--- config.mk ---
export PLATFORM = sky130hd
export DESIGN_NAME = pma
export DESIGN_NICKNAME = d
export VERILOG_FILES = /design/src/rtl/pma_pkg.sv /design/src/rtl/pma_link_monitor.sv /design/src/rtl/pma.sv
export SDC_FILE = /design/constraint.sdc
export NUM_CORES = 1
export LEC_CHECK = 0
export ABC_AREA = 0
export CORE_UTILIZATION = 59
export DETAILED_ROUTE_END_ITERATION = 16
export GPL_ROUTABILITY_DRIVEN = 0
export PLACE_DENSITY = 0.83
export SLEW_MARGIN = 20
export SYNTH_ARGS = -nofsm -noshare
export SYNTH_HDL_FRONTEND = slang
export SYNTH_SLANG_ARGS = --single-unit
--- constraint.sdc ---
create_clock -name clk -period 5.79 [get_ports clk]
set_clock_uncertainty 0.1 [all_clocks]
set_input_delay 0.579 -clock clk [delete_from_list [all_inputs] [get_ports clk]]
set_output_delay 0.579 -clock clk [all_outputs]
set_load 0.005 [all_outputs]
--- src/rtl/pma_pkg.sv ---
// pma_pkg: shared types and constants for the 100BASE-X PMA stage.
//   link_state_e       - link monitor states
//   LINK_TIMER_DEFAULT - default link hysteresis length (330 us at 125 MHz)
//   rx_beat_t          - one cycle of receive data toward the PCS
package pma_pkg;

  localparam int unsigned LINK_TIMER_DEFAULT = 41250;

  typedef enum logic [1:0] {
    LINK_DOWN  = 2'd0,
    HYSTERESIS = 2'd1,
    LINK_UP    = 2'd2
  } link_state_e;

  // Bit [1] of bits is the oldest, matching the PMD ordering.
  typedef struct packed {
    logic [1:0] bits;
    logic [1:0] valid;
  } rx_beat_t;

endpackage : pma_pkg

--- src/rtl/pma_link_monitor.sv ---
// pma_link_monitor: synchronizes the PMD signal detect and qualifies it with
// a hysteresis timer before declaring the link up.
//   clk, rst      - bit clock, async active-high reset
//   signal_status - PMD signal detect, asynchronous to clk
//   link_status   - registered link-up indication
module pma_link_monitor
  import pma_pkg::*;
#(
  parameter int unsigned LINK_TIMER = LINK_TIMER_DEFAULT
) (
  input  logic clk,
  input  logic rst,
  input  logic signal_status,
  output logic link_status
);

  localparam int unsigned CNT_W = $clog2(LINK_TIMER + 1);

  logic             sync1_q;
  logic             sync2_q;
  link_state_e      state_q;
  link_state_e      state_d;
  logic [CNT_W-1:0] cnt_q;
  logic [CNT_W-1:0] cnt_d;
  logic             link_q;
  logic             link_d;

  // Two-flop synchronizer for the asynchronous signal detect.
  always_ff @(posedge clk or posedge rst) begin
    if (rst) begin
      sync1_q <= 1'b0;
      sync2_q <= 1'b0;
    end else begin
      sync1_q <= signal_status;
      sync2_q <= sync1_q;
    end
  end

  // State, counter and link output registers.
  always_ff @(posedge clk or posedge rst) begin
    if (rst) begin
      state_q <= LINK_DOWN;
      cnt_q   <= '0;
      link_q  <= 1'b0;
    end else begin
      state_q <= state_d;
      cnt_q   <= cnt_d;
      link_q  <= link_d;
    end
  end

  // Next state; link output follows the next state so it is high exactly
  // while the registered state is LINK_UP.
  always_comb begin
    state_d = state_q;
    cnt_d   = cnt_q;
    unique case (state_q)
      LINK_DOWN: begin
        if (sync2_q) begin
          state_d = HYSTERESIS;
          cnt_d   = CNT_W'(LINK_TIMER - 1);
        end
      end
      HYSTERESIS: begin
        if (!sync2_q) begin
          state_d = LINK_DOWN;
        end else if (cnt_q == '0) begin
          state_d = LINK_UP;
        end else begin
          cnt_d = cnt_q - CNT_W'(1);
        end
      end
      LINK_UP: begin
        if (!sync2_q) begin
          state_d = LINK_DOWN;
        end
      end
      default: state_d = LINK_DOWN;
    endcase
    link_d = (state_d == LINK_UP);
  end

  assign link_status = link_q;

endmodule : pma_link_monitor

--- src/rtl/pma.sv ---
// pma: 100BASE-X PMA stage between the PCS and the PMD.
//   clk, rst          - 125 MHz bit clock, async active-high reset
//   pma_data_tx       - PCS code bit, one per cycle
//   pmd_data_tx       - NRZI line bit toward the PMD (1 cycle latency)
//   pmd_data_rx       - recovered NRZI bits, [1] oldest
//   pmd_data_rx_valid - number of valid recovered bits (0..2, 3 treated as 2)
//   signal_status     - PMD signal detect, asynchronous
//   pma_data_rx       - NRZI-decoded bits toward the PCS (1 cycle latency)
//   pma_data_rx_valid - registered valid count
//   link_status       - link up
module pma
  import pma_pkg::*;
#(
  parameter int unsigned LINK_TIMER = LINK_TIMER_DEFAULT
) (
  input  logic       clk,
  input  logic       rst,
  input  logic       pma_data_tx,
  output logic       pmd_data_tx,
  input  logic [1:0] pmd_data_rx,
  input  logic [1:0] pmd_data_rx_valid,
  input  logic       signal_status,
  output logic [1:0] pma_data_rx,
  output logic [1:0] pma_data_rx_valid,
  output logic       link_status
);

  logic     tx_q;
  logic     tx_d;
  rx_beat_t rx_q;
  rx_beat_t rx_d;
  logic     last_q;
  logic     last_d;

  // TX NRZI: a code bit of 1 toggles the line level.
  assign tx_d = tx_q ^ pma_data_tx;

  // RX NRZI: a decoded 1 is a change of line level; last holds the most
  // recent valid level so decoding continues across idle cycles.
  always_comb begin
    rx_d   = '0;
    last_d = last_q;
    unique case (pmd_data_rx_valid)
      2'd0: ;
      2'd1: begin
        rx_d.bits  = {pmd_data_rx[1] ^ last_q, 1'b0};
        rx_d.valid = 2'd1;
        last_d     = pmd_data_rx[1];
      end
      default: begin
        rx_d.bits  = {pmd_data_rx[1] ^ last_q, pmd_data_rx[0] ^ pmd_data_rx[1]};
        rx_d.valid = 2'd2;
        last_d     = pmd_data_rx[0];
      end
    endcase
  end

  // Datapath registers.
  always_ff @(posedge clk or posedge rst) begin
    if (rst) begin
      tx_q   <= 1'b0;
      rx_q   <= '0;
      last_q <= 1'b0;
    end else begin
      tx_q   <= tx_d;
      rx_q   <= rx_d;
      last_q <= last_d;
    end
  end

  assign pmd_data_tx       = tx_q;
  assign pma_data_rx       = rx_q.bits;
  assign pma_data_rx_valid = rx_q.valid;

  pma_link_monitor #(
    .LINK_TIMER(LINK_TIMER)
  ) u_link_monitor (
    .clk          (clk),
    .rst          (rst),
    .signal_status(signal_status),
    .link_status  (link_status)
  );

endmodule : pma

==> impl_metrics.toml, run 1 <==
[cts]
cts-root-buf = "clkbuf_4"
cts_setup_buffers = 0
hold_buffers = 0
insertion_delay_ps = 330
cts_buffers = 3
cts_tree = "built"
cts_resized = 0
h-tree-depth = 1
cts_sinks = 27
clk_pin_slew_worst_paths_ps = 150
cts_buffer_depth = 2

[synth]
postSynthCellCount = 129
ys_ff_latch = 27
synth_edf_count = 0
synth.avg_cell_area_um2 = 10.42
yosys_warnings = 0
synth_nets = 139
synthesis.area_um2 = 1344
synthFlopType = "dfrtp_1"
ys_seq_area_share_pct = 50.28
synth_cell_types = 35
synthTopCellsByArea = "dfrtp_1 (50%), mux2i_1 (4.5%), o31ai_1 (3.4%)"
synthArstFlopShare_pct = 100.0
synth_top_area_cell = "dfrtp_1"
synth_top_area_share_pct = 50.28

[placement]
dp.cells = 164
numPortBuffers = 13
place_hpwl_um = 1897

[run]
max-cap-violations = 0

[timing]
finalCritPeriodShare_pct = 40.22
fin_crit_ps = 2329
drv_slew = 0
finalSetupViolations = 0
finalHoldViolCount = 0
slew_headroom_pct = 36.70
max_freq_mhz = 429.4
rsz0062_at_grt = "false"
fin_setup_tns_ps = 0
worst_slew_pin_slew_ps = 943.7

[final_layout]
nFillCells = 164
mostFrequentLayoutCell = "dfrtp_1"
antennaDiodeCount = 0
drive_gt1_share_pct = 4.965
area_delta_synth_final_pct = 12.48
fin_nets = 152
final_util_pct = 74.02
fin_cells = 168
layout_common_cells = "dfrtp_1 (27), clkdlybuf4s50_1 (13), nor2_1 (7), a21oi_1 (7), nand2_1 (7)"

[routing]
drtIter0Drc = 34
drc = 0
via_per_inst = 6.440
wirelength_um = 2604
wl_per_cell_um = 15.50
drt-pass1-iter-count = 4
postRouteAntennaNets = 0
vias = 1082

[worst_hold_path]
hold-path-endpoint = "u_link_monitor.sync2_q$_DFF_PP0_"
hold_depth = 0
hp-start = "u_link_monitor.sync1_q$_DFF_PP0_"
hold_class = "reg -> reg"

[pwr]
ir_worst_vdd_mv = 0.2042
p_leak_nw = 0.5941
powerDensity_nw_per_um2 = 251.7

[worst_setup_path]
end_kind = "flop"
r2r_cells = 6
cp-start-kind = "flop"
timing.rr.start = "u_link_monitor.cnt_q[0]$_DFFE_PP0P_"
worstSetupPathType = "reg -> reg"
cp.arrival_ps = 2470
worstPathRequired_ps = 5930
r2r_slack_ps = 3460
crit_fanout = 20
r2r-end = "u_link_monitor.cnt_q[2]$_DFFE_PP0P_"

[die]
ioPinCount = 14
fp.dieArea_um2 = 2473
std_cell_rows = 16
coreArea_um2 = 2042
start_util_pct = 65.81
die_w_um = 49.73
die_h_um = 49.73

[grt]
grt_max_degree = 28
grt_pass1_vias = 1075
grt_use_total_pct = 24.14
grt_pass1_wl_um = 4519
overflow = 0
antenna_found_initial = 0

[run_status]
status = "complete, no violations"
## power breakdown
| part | internal (mW) | leakage (nW) | total, mW | switching (mW) |
|---|---|---|---|---|
| Combinational | 0.0371 | 0.243 | 0.0701 | 0.0330 |
| Clock | 0.0260 | 0.0177 | 0.0823 | 0.0564 |
| Sequential | 0.206 | 0.334 | 0.228 | 0.0219 |
| Total | 0.269 | 0.594 | 0.380 | 0.111 |
## stage by stage
| stage | hold WS (ps) | total power, mW | area, um^2 | setup slack [ps] |
|---|---|---|---|---|
| after global placement | 244.0 | 0.2974 | 1484 | 3643 |
| after detailed placement | 240.3 | 0.3009 | 1484 | 3502 |
| final | 273.4 | 0.3804 | 1511 | 3461 |
| after CTS | 272.2 | 0.3816 | 1511 | 3477 |
| after global routing | 277.5 | 0.4016 | 1511 | 3322 |
| after floorplan | 231.2 | 0.2705 | 1344 | 3729 |
## final cells by class
cell class / instances / area, um^2 / share of cell area [%]
multi-input combinational: 94 / 633.1 / 41.89
tap: 27 / 33.78 / 2.235
inverter: 3 / 11.26 / 0.7450
clock buffer: 3 / 22.52 / 1.490
timing repair buffer: 13 / 130.1 / 8.609
sequential: 27 / 675.6 / 44.70
clock inverter: 1 / 5.005 / 0.3311
## worst max path at each step
| stage | startpoint | slack [ps] | cells past startpoint | end |
|---|---|---|---|---|
| 3_5_place_dp | u_link_monitor.cnt_q[0]$_DFFE_PP0P_ | 3500 | 6 | u_link_monitor.cnt_q[2]$_DFFE_PP0P_ |
| 2_1_floorplan | u_link_monitor.cnt_q[0]$_DFFE_PP0P_ | 3730 | 6 | u_link_monitor.cnt_q[6]$_DFFE_PP0P_ |
| 6_report | u_link_monitor.cnt_q[0]$_DFFE_PP0P_ | 3460 | 6 | u_link_monitor.cnt_q[2]$_DFFE_PP0P_ |
| 4_1_cts | u_link_monitor.cnt_q[0]$_DFFE_PP0P_ | 3480 | 6 | u_link_monitor.cnt_q[2]$_DFFE_PP0P_ |
| 5_1_grt | u_link_monitor.cnt_q[0]$_DFFE_PP0P_ | 3320 | 6 | u_link_monitor.cnt_q[2]$_DFFE_PP0P_ |
| 3_3_place_gp | u_link_monitor.cnt_q[0]$_DFFE_PP0P_ | 3640 | 6 | u_link_monitor.cnt_q[2]$_DFFE_PP0P_ |
## routing by layer
layer,vias to the layer above,GRT usage (%),wire [um]
li1,510,-,-
met1,540,30.69,1151
met2,28,40.32,1311
met3,4,4.630,114
met4,0,9.524,27
met5,-,0,0
## registers in the layout, indices dropped and copies added, names as in the netlist
register and flops:
last_q 1, pma_data_rx 2, pma_data_rx_valid 2, pmd_data_tx 1, u_link_monitor.cnt_q 16, u_link_monitor.link_status 1
u_link_monitor.state_q 2, u_link_monitor.sync1_q 1, u_link_monitor.sync2_q 1
## synthesized netlist by cell type, types with 2 or more instances
| library cell | number |
|---|---|
| nand4_1 | 4 |
| xor2_1 | 2 |
| nor2_1 | 7 |
| nand3_1 | 2 |
| nor3b_1 | 2 |
| nor4_1 | 6 |
| a21oi_1 | 7 |
| or4_1 | 6 |
| inv_1 | 3 |
| dfrtp_1 | 27 |
| ha_1 | 2 |
| nand2_1 | 7 |
| clkbuf_1 | 3 |
| a31oi_1 | 2 |
| and2_1 | 5 |
| or3_1 | 4 |
| nor3_1 | 3 |
| nor2b_1 | 3 |
| nand2b_1 | 3 |
| mux2i_1 | 6 |
| and4_1 | 2 |
| o21ai_0 | 5 |
| o31ai_1 | 6 |
## worst max-delay path: stages, from the launching register on
cell and delay (ps):
dfrtp_1 460, inv_1 120, ha_1 140, nor4bb_1 340, and4_1 630, nor2_1 180
a31o_2 270
## kinds of logic (layout without fill, tap and decap cells)
family	count (synthesis)	in the layout	synth area share, %
flops	27	27	50.28
simple gates	61	61	28.86
mux	6	6	4.469
compound gates	22	22	9.962
xor+xnor	3	3	1.956
buf+inv	8	20	2.607
fa+ha+maj	2	2	1.862
No activity file was read; power rests on OpenSTA's default activity.
==> inputs of run 2 (changes only) <==
CORE_UTILIZATION = 55   (was 59)
PLACE_DENSITY = 0.78   (was 0.83)
clock period = 2.3 ns   (was 5.79 ns; I/O delays follow)
==> impl_metrics.toml, run 2 (same netlist as run 1, synthesis figures left out) <==
[die]
coreArea_um2 = 2255
start_util_pct = 59.60
die_w_um = 51.43
ioPinCount = 14
die_h_um = 51.43
std_cell_rows = 17
fp.dieArea_um2 = 2645

[worst_hold_path]
hold_class = "in -> async"

[timing]
rsz0062_at_grt = "false"
finalSetupViolations = 0
finalCritPeriodShare_pct = 95.16
drv_slew = 0
hold_ws_ps = 125.4
worst_slew_pin_slew_ps = 553.1
fin_setup_tns_ps = 0
fin_crit_ps = 2189
max_freq_mhz = 456.9
finalHoldViolCount = 0
slew_headroom_pct = 63.08

[final_layout]
antennaDiodeCount = 0
final_util_pct = 70.20
largest_reg_flops = 16
nFillCells = 179
area_delta_synth_final_pct = 17.78
drive_gt1_share_pct = 8.844
regMostFlops = "u_link_monitor.cnt_q"
fin_nets = 158
mostFrequentLayoutCell = "dfrtp_1"
layout_common_cells = "dfrtp_1 (26), clkdlybuf4s50_1 (13), nor2_1 (7), a21oi_1 (7), nand2_1 (7)"

[worst_setup_path]
cp-start-kind = "flop"
worstPathRequired_ps = 2460
crit_fanout = 4
cp.arrival_ps = 2350
worstSetupPathType = "reg -> reg"
end_kind = "flop"
r2r_cells = 6
timing.rr.start = "u_link_monitor.cnt_q[0]$_DFFE_PP0P_"
critPathLaunch = "u_link_monitor.cnt_q[0]$_DFFE_PP0P_"

[cts]
cts_buffer_depth = 2
cts-root-buf = "clkbuf_4"
cts_tree = "built"
h-tree-depth = 1
cts_buffers = 3
clk_pin_slew_worst_paths_ps = 140
insertion_delay_ps = 330
hold_buffers = 0
cts_sinks = 27

[routing]
postRouteAntennaNets = 0
drc = 0
wl_per_cell_um = 15.48
wirelength_um = 2709
via_per_inst = 6.189
drtIter0Drc = 34
drt-pass1-iter-count = 4
vias = 1083

[grt]
overflow = 0
grt_pass1_vias = 1039
antenna_found_initial = 0
grt_max_degree = 18
grt_use_total_pct = 24.02
grt_pass1_wl_um = 4712

[run]
max-cap-violations = 0

[run_status]
status = "complete, no violations"

[pwr]
p_total_mw = 0.9713
powerDensity_nw_per_um2 = 613.7
p_leak_nw = 0.6317
ir_worst_vdd_mv = 0.5360

[placement]
numPortBuffers = 13
place_hpwl_um = 2004
## run 2: cell count changes in the layout (fill, tap and decap cells not counted)
cell      change
buf_4         +4
buf_12        +2
clkbuf_1      +1
clkinv_1      -1
clkinv_2      -1
dfrtp_1       -1
dfrtp_2       +1
inv_1         +1
## run 2: report_power, final
part           internal [mW]  switching, mW  total, mW
clock                 0.0680          0.137      0.205
sequential             0.519         0.0546      0.573
combinational          0.105         0.0884      0.193
## run 2: repair_timing
action / 4_1_cts / 5_1_grt
endpoints found under the setup margin: 0 / 3
buffers inserted: 0 / 2
resized for setup: 0 / 1
## run 2: layout make-up
class	count	area, um^2	area share (%)
clock buffers	4	26.28	1.660
repair buffers	19	200.2	12.65
inverters	3	11.26	0.7115
multi-input cells	94	633.1	40.00
well taps	28	35.03	2.213
flip-flops and latches	27	676.9	42.77
## run 2: layer usage
| metal | track usage, % | up-vias | share of wire, % |
|---|---|---|---|
| met5 | 0 | - | 0 |
| met4 | 10.36 | 0 | 2.2 |
| met3 | 2.679 | 9 | 3.9 |
| met2 | 41.99 | 36 | 50 |
| met1 | 29.58 | 522 | 44 |
| li1 | - | 516 | - |
## run 2: stage by stage
| step | instance area [um^2] | instances | setup WS (ps) |
|---|---|---|---|
| floorplan | 1344 | 129 | 239.5 |
| finish | 1583 | 175 | 111.3 |
| global placement | 1540 | 169 | 205.9 |
| global route | 1583 | 175 | 35.39 |
| detailed placement | 1540 | 169 | 99.99 |
| CTS | 1567 | 173 | 68.74 |
## run 2: worst max-delay path, stage by stage (launching register included)
cell     delay [ps]
dfrtp_2         440
inv_1            90
ha_1            210
or3b_1          380
or3_1           340
or4_1           430
a21oi_1         150
## run 2: final timing paths
check                                                      end  slack, ps
setup reg to reg           u_link_monitor.cnt_q[6]$_DFFE_PP0P_        110
min in group clk              u_link_monitor.sync1_q$_DFF_PP0_        240
hold / removal                           pmd_data_tx$_DFF_PP0_        130
max in group asynchronous  u_link_monitor.cnt_q[6]$_DFFE_PP0P_       1500
hold reg to reg               u_link_monitor.sync2_q$_DFF_PP0_        280
setup / recovery           u_link_monitor.cnt_q[6]$_DFFE_PP0P_        110
